[src/rtl/cms_axis_unpacker.sv]
// cms_axis_unpacker: AXI-Stream slave that splits wide monitor trace items
// into OUT_WIDTH-bit words, carrying tlast through as a packet boundary.
//
// Ports:
//   clk, rst            clock, asynchronous active-high reset
//   S_AXIS_t*           item input (tvalid/tready/tdata/tlast)
//   words_per_item      words per item; 0 or > WORDS selects WORDS
//   m_valid/m_ready     word output handshake
//   m_data              current word (word i = tdata[i*OUT_WIDTH +: OUT_WIDTH])
//   m_last_word         current word is the final word of its item
//   m_last_pkt          m_last_word of an item that arrived with tlast
//   clr_counters        synchronous clear of both counters
//   item_count          items accepted (wraps)
//   pkt_count           tlast items accepted (wraps)
module cms_axis_unpacker #(
    parameter int IN_WIDTH  = 1024,
    parameter int OUT_WIDTH = 64
) (
    input  logic                 clk,
    input  logic                 rst,
    input  logic                 S_AXIS_tvalid,
    output logic                 S_AXIS_tready,
    input  logic [IN_WIDTH-1:0]  S_AXIS_tdata,
    input  logic                 S_AXIS_tlast,
    input  logic [4:0]           words_per_item,
    output logic                 m_valid,
    input  logic                 m_ready,
    output logic [OUT_WIDTH-1:0] m_data,
    output logic                 m_last_word,
    output logic                 m_last_pkt,
    input  logic                 clr_counters,
    output logic [31:0]          item_count,
    output logic [31:0]          pkt_count
);

    localparam int WORDS = IN_WIDTH / OUT_WIDTH;
    localparam int NW    = $clog2(WORDS + 1);

    typedef enum logic {
        IDLE,
        SEND
    } state_t;

    state_t              r_state;
    logic [IN_WIDTH-1:0] r_hold;
    logic                r_tlast;
    logic [NW-1:0]       r_n;
    logic [NW-1:0]       r_idx;
    logic [31:0]         r_item_count;
    logic [31:0]         r_pkt_count;

    logic                w_last;
    logic                w_word_hs;
    logic                w_acc;
    logic [NW-1:0]       w_n_eff;

    always_comb begin
        w_n_eff = NW'(WORDS);
        if (words_per_item != 5'd0 && 32'(words_per_item) <= 32'(WORDS))
            w_n_eff = NW'(words_per_item);
    end

    assign m_valid   = (r_state == SEND);
    assign w_last    = (r_idx == r_n - NW'(1));
    assign w_word_hs = m_valid & m_ready;

    // Accept in IDLE, or in the same cycle the final word leaves so that
    // consecutive items stream without a bubble.
    assign S_AXIS_tready = !rst && ((r_state == IDLE) || (w_word_hs && w_last));
    assign w_acc         = S_AXIS_tvalid & S_AXIS_tready;

    // The holding register shifts down as words leave, so the current
    // word is always the low slice and no wide mux is needed.
    assign m_data      = r_hold[OUT_WIDTH-1:0];
    assign m_last_word = m_valid & w_last;
    assign m_last_pkt  = m_last_word & r_tlast;

    always_ff @(posedge clk or posedge rst) begin
        if (rst) begin
            r_state <= IDLE;
            r_hold  <= '0;
            r_tlast <= 1'b0;
            r_n     <= '0;
            r_idx   <= '0;
        end else if (w_acc) begin
            r_state <= SEND;
            r_hold  <= S_AXIS_tdata;
            r_tlast <= S_AXIS_tlast;
            r_n     <= w_n_eff;
            r_idx   <= '0;
        end else if (w_word_hs) begin
            if (w_last) begin
                r_state <= IDLE;
            end else begin
                r_idx  <= r_idx + NW'(1);
                r_hold <= r_hold >> OUT_WIDTH;
            end
        end
    end

    always_ff @(posedge clk or posedge rst) begin
        if (rst) begin
            r_item_count <= '0;
            r_pkt_count  <= '0;
        end else if (clr_counters) begin
            r_item_count <= '0;
            r_pkt_count  <= '0;
        end else if (w_acc) begin
            r_item_count <= r_item_count + 32'd1;
            if (S_AXIS_tlast)
                r_pkt_count <= r_pkt_count + 32'd1;
        end
    end

    assign item_count = r_item_count;
    assign pkt_count  = r_pkt_count;

endmodule

[config.mk]
export PLATFORM = sky130hd
export DESIGN_NAME = cms_axis_unpacker
export DESIGN_NICKNAME = d
export VERILOG_FILES = /design/src/rtl/cms_axis_unpacker.sv
export SDC_FILE = /design/constraint.sdc
export NUM_CORES = 2
export LEC_CHECK = 0
export ABC_AREA = 1
export CORE_AREA = 10 10 443 445
export CTS_BUF_LIST = sky130_fd_sc_hd__clkbuf_8
export DETAILED_ROUTE_END_ITERATION = 10
export DIE_AREA = 0 0 453 455
export SETUP_SLACK_MARGIN = 0.02
export SLEW_MARGIN = 20
export SYNTH_ARGS = -nofsm -noshare
export SYNTH_HDL_FRONTEND = slang
export SYNTH_SLANG_ARGS = --single-unit
[constraint.sdc]
create_clock -name clk -period 42.2 [get_ports clk]
set_clock_uncertainty 0.15 [all_clocks]
set_input_delay 8.44 -clock clk [delete_from_list [all_inputs] [get_ports clk]]
set_output_delay 8.44 -clock clk [all_outputs]
set_load 0.1 [all_outputs]
# Yosys cells after proc, flatten, opt, wreduce, memory -nomap -nowiden

Index checks and enable logic that the tools add are counted.

Register bits after elaboration: 1,100
Logic and storage cells: 47

Magnitude comparators: 1
Reduce and logical (&&, ||, !) cells: 13
Multiplexer cells: 15
Eq/ne operators: 2
Bitwise operators: 5
Add/sub/neg operators: 4

Operator list:

| operator                | count |
|---|---|
| $mux W1024              | 3 |
| $mux W32                | 5 |
| $add A32 B1 Y32 const B | 2 |
| $mux W5                 | 4 |
| $reduce_bool A2 Y1      | 4 |
| $reduce_and A2 Y1       | 3 |
| $add A5 B1 Y5 const B   | 1 |
| $eq A5 B5 Y1            | 1 |
| $le A5 B5 Y1 const B    | 1 |
| $reduce_bool A5 Y1      | 1 |
| $sub A5 B1 Y5 const B   | 1 |
| $and A1 B1 Y1           | 4 |
| $logic_and A1 B1 Y1     | 3 |
| $mux W1                 | 3 |
| $ne A2 B1 Y1 const B    | 1 |
| $logic_not A1 Y1        | 1 |
| $logic_or A1 B1 Y1      | 1 |
| $not A1 Y1              | 1 |

# Longest topological paths before layout

Depth in word-level cells: 8
Gate-level depth with buffers: 17

# Worst setup path before layout

Ideal clock, no wire load.

Path kind: input-to-reg
Start: input port rst
End: register r_pkt_count[0], in the netlist pkt_count[0]
Stages: 7
Arrival: 35.163 ns
Path buffers: 1
Path slack: 6.765 ns
Required time: 41.927 ns
Setup time: 0.123 ns
Cell sequence: inv_1 nand3_2 nand2_1 nand2_1 buf_2 nand2_1 nand2_1

Longest elaborated chain between the ends: 5

RTL lines:

| element                      | line | RTL |
|---|---|---|
| from (decl)                  | 20   | `input logic rst,` |
| $logic_not A1 Y1 (no line)   | -    |  |
| $logic_and A1 B1 Y1          | 69   | `assign S_AXIS_tready = !rst && ((r_state == IDLE) \|\| (w_word_hs && w_last));` |
| $and A1 B1 Y1                | 70   | `assign w_acc = S_AXIS_tvalid & S_AXIS_tready;` |
| $reduce_bool A2 Y1 (no line) | -    |  |
| $reduce_and A2 Y1 (no line)  | -    |  |
| to (signal assigned)         | 111  | `r_pkt_count <= r_pkt_count + 32'd1;` |
| to (decl)                    | 50   | `logic [31:0] r_pkt_count;` |

Every way passes these cells.
A chain may end at the register's enable or synchronous reset.

# Final worst setup path

Start: input port m_ready
End: output port S_AXIS_tready

Longest elaborated chain between the ends: 4

RTL lines:

| element             | line | RTL |
|---|---|---|
| from (decl)         | 27   | `input logic m_ready,` |
| $and A1 B1 Y1       | 65   | `assign w_word_hs = m_valid & m_ready;` |
| $logic_and A1 B1 Y1 | 69   |  |
| $logic_or A1 B1 Y1  | 69   |  |
| $logic_and A1 B1 Y1 | 69   |  |
| to (decl)           | 22   | `output logic S_AXIS_tready,` |

Every way passes these cells.

==> qor.txt <==
PD cells -> 59.84 mW/mm2
Critical Path Fanout Max -> 2
Synth Register Bits -> 1100
clock slew at reported path FFs -> 0.06 ns
Mapped Area -> 0.05162 mm2
vias in the first global route -> 48.37k
share of the synthesized area in the top cell type -> 0.5333
post-CTS resize count -> 0
area leader, netlist -> dfrtp_1
TritonCTS Buffers -> 198
layout cell share with drive strength beyond 1 -> 0.04601
Tightest Pin Transition -> 1.185 ns
Reg2Reg Depth -> 17
Worst Path Buf+Inv -> 2
largest net degree at the start of global routing -> 190
# Post-CTS Setup Buffers -> 0
Final min period -> 18.96 ns
worst-path cell chain -> clkdlybuf4s50_1 -> nand3_1 -> a21oi_1 -> clkdlybuf4s50_1
Max Cap Viol -> 0
synthesis-to-finish area growth -> 32.08%
Pleak -> 31.45 nW
GPL Wtd Cong -> 0.9130
RSZ-0062 raised after global routing -> false
vias -> 48.89k
M1 GR Usage -> 0.2474
worst hold stages -> 2
Setup-failing EPs final -> 0
Max transition margin -> 0.2072
Sum Neg Setup Slack -> 0 ns
Final Total Pwr -> 4.080 mW
final hold slack -> 0.2994 ns
CP max stage delay -> 1.16 ns
Worst Setup End Kind -> output pin
die area -> 0.2061 mm2
initial antenna violation count -> 115
final net count -> 8451
final core utilization -> 0.3642
synthesis warning total -> 0
pre-CTS setup slack -> 23.25 ns
Net Count, Synth -> 7555
GR Overflow Total -> 0
Max Slew Vio Count -> 0
CTS tree -> yes
post-synthesis sequential area ratio -> 0.5333
# IOs -> 1167
status -> completed
met2 usage in global routing -> 0.3522
Clock Sinks -> 1100
WL/cell -> 22.53 um
synth unique cells -> 30
period utilisation layout -> 0.4493
Syn Area/Cell -> 7.923 um2
clock tree buffer depth -> 3
grt peak-use layer -> met2
most frequent cells in the layout -> nand2_1, nand3_1, clkdlybuf4s50_1
die width -> 453 um
initial core utilization -> 0.2757
Fmax -> 52.74 MHz
vias per std cell -> 4.825
root buf cell -> clkbuf_8
DRC errors left -> 0
met3 Use GR -> 0.05283
WP depth -> 4
Crit path max-delay family -> buffers and inverters
cell mode on critical path -> clkdlybuf4s50_1
Slowest-stage cell, CP -> clkdlybuf4s50_1
Crit path required time -> 33.61 ns
GR Util All Layers -> 0.2112
DR iter-0 viols -> 4135
commonest non-fill, non-tap cell in the layout -> nand2_1
critical path class -> input port to output pin
Die Ht -> 455 um
Initial DRT Pass Iterations -> 6
hpwl dp -> 166800 um
Worst VDD drop -> 0.05212 mV
Hold/Removal Path Class -> register to register
final worst setup slack -> 23.24 ns
final WL -> 228300 um
final hold vios -> 0
first-pass GRT wire length -> 327800 um
Port Buffers -> 1166
Final ANT Viol Nets -> 0
synthesized instance count -> 6515
H-tree Lvls -> 4
Hold Buf Count CTS -> 0
synth top area cells -> dfrtp_1, nand3_1, nand2_1
Clk Latency, worst-skew pair -> 0.99 ns
Cell Rows -> 159
critical path arrival -> 10.37 ns
Core Area -> 0.1872 mm2
crit path launch type -> input port
-- layer usage --
| metal | up-vias | wire [um] |
|---|---|---|
| met3 | 410 | 15700 |
| met1 | 23639 | 87490 |
| met4 | 60 | 10430 |
| li1 | 23037 | - |
| met2 | 1741 | 114200 |
| met5 | - | 393 |
-- flip-flops by register name, indices dropped and copies added (netlist names) --
name and flops:
r_tlast 1, r_idx 5, r_n 5, m_valid 1, r_hold 1024, pkt_count 32, item_count 32
-- synthesized netlist by cell type (all sizes together) --
library cell	instances
buf	402
ha	5
inv	238
or4	1
and2	1
or2	2
nand3b	1
xnor2	21
nand2	2408
nor4	1
a21oi	1
nor3b	4
nor3	29
nor2	125
dfrtp	1100
or3	1
nand3	1820
o22ai	1
o21ai	193
clkbuf	128
o21bai	2
nand4	3
xor2	28
-- worst paths after layout --
path,from,to,slack [ns]
max,m_ready,S_AXIS_tready,23.24
min,r_hold[902],r_hold[838],0.30
max reg2reg,r_n[1],r_hold[525],36.42
min reg2reg,r_hold[902],r_hold[838],0.30
max in group asynchronous,rst,r_hold[737],29.20
min in group asynchronous,rst,r_tlast,7.98
-- metrics by stage --
| step | cells | instance area (um2) |
|---|---|---|
| after detailed placement | 9706 | 64120 |
| after global placement | 9706 | 64120 |
| after floorplan | 6515 | 51620 |
| final | 10132 | 68180 |
| after CTS | 10059 | 67980 |
| after global routing | 10125 | 68160 |
-- cells by family after synthesis --
| kind of cell | count (synthesis) | share of synthesized area |
|---|---|---|
| compound gates | 197 | 0.01922 |
| xor+xnor | 49 | 0.008314 |
| fa+ha+maj | 5 | 0.001212 |
| buf+inv | 768 | 0.07255 |
| flops | 1100 | 0.5333 |
| simple gates | 4396 | 0.3655 |
-- tightest hold or removal path, delay by kind of cell, from the launching register on --
| kind | cells | cell delay, ns |
|---|---|---|
| flops | 1 | 0.34 |
| simple gates | 2 | 0.12 |
-- power breakdown --
part | switching, mW | leakage [nW] | total, mW | internal [mW]
Combinational | 0.922 | 14.9 | 1.38 | 0.460
Sequential | 0.245 | 14.3 | 1.70 | 1.45
Clock | 0.481 | 2.30 | 1.00 | 0.522
Total | 1.65 | 31.4 | 4.08 | 2.43
-- final cells by class --
cell class | count | area (um2)
tap | 2495 | 3122
fill | 19722 | 119000
multi-input combinational | 4647 | 20370
antenna | 73 | 182.7
inverter | 238 | 915.9
timing repair buffer | 1226 | 12200
sequential | 1100 | 27530
clock buffer | 238 | 3276
clock inverter | 115 | 591.8
(Power assumes the default switching activity.)
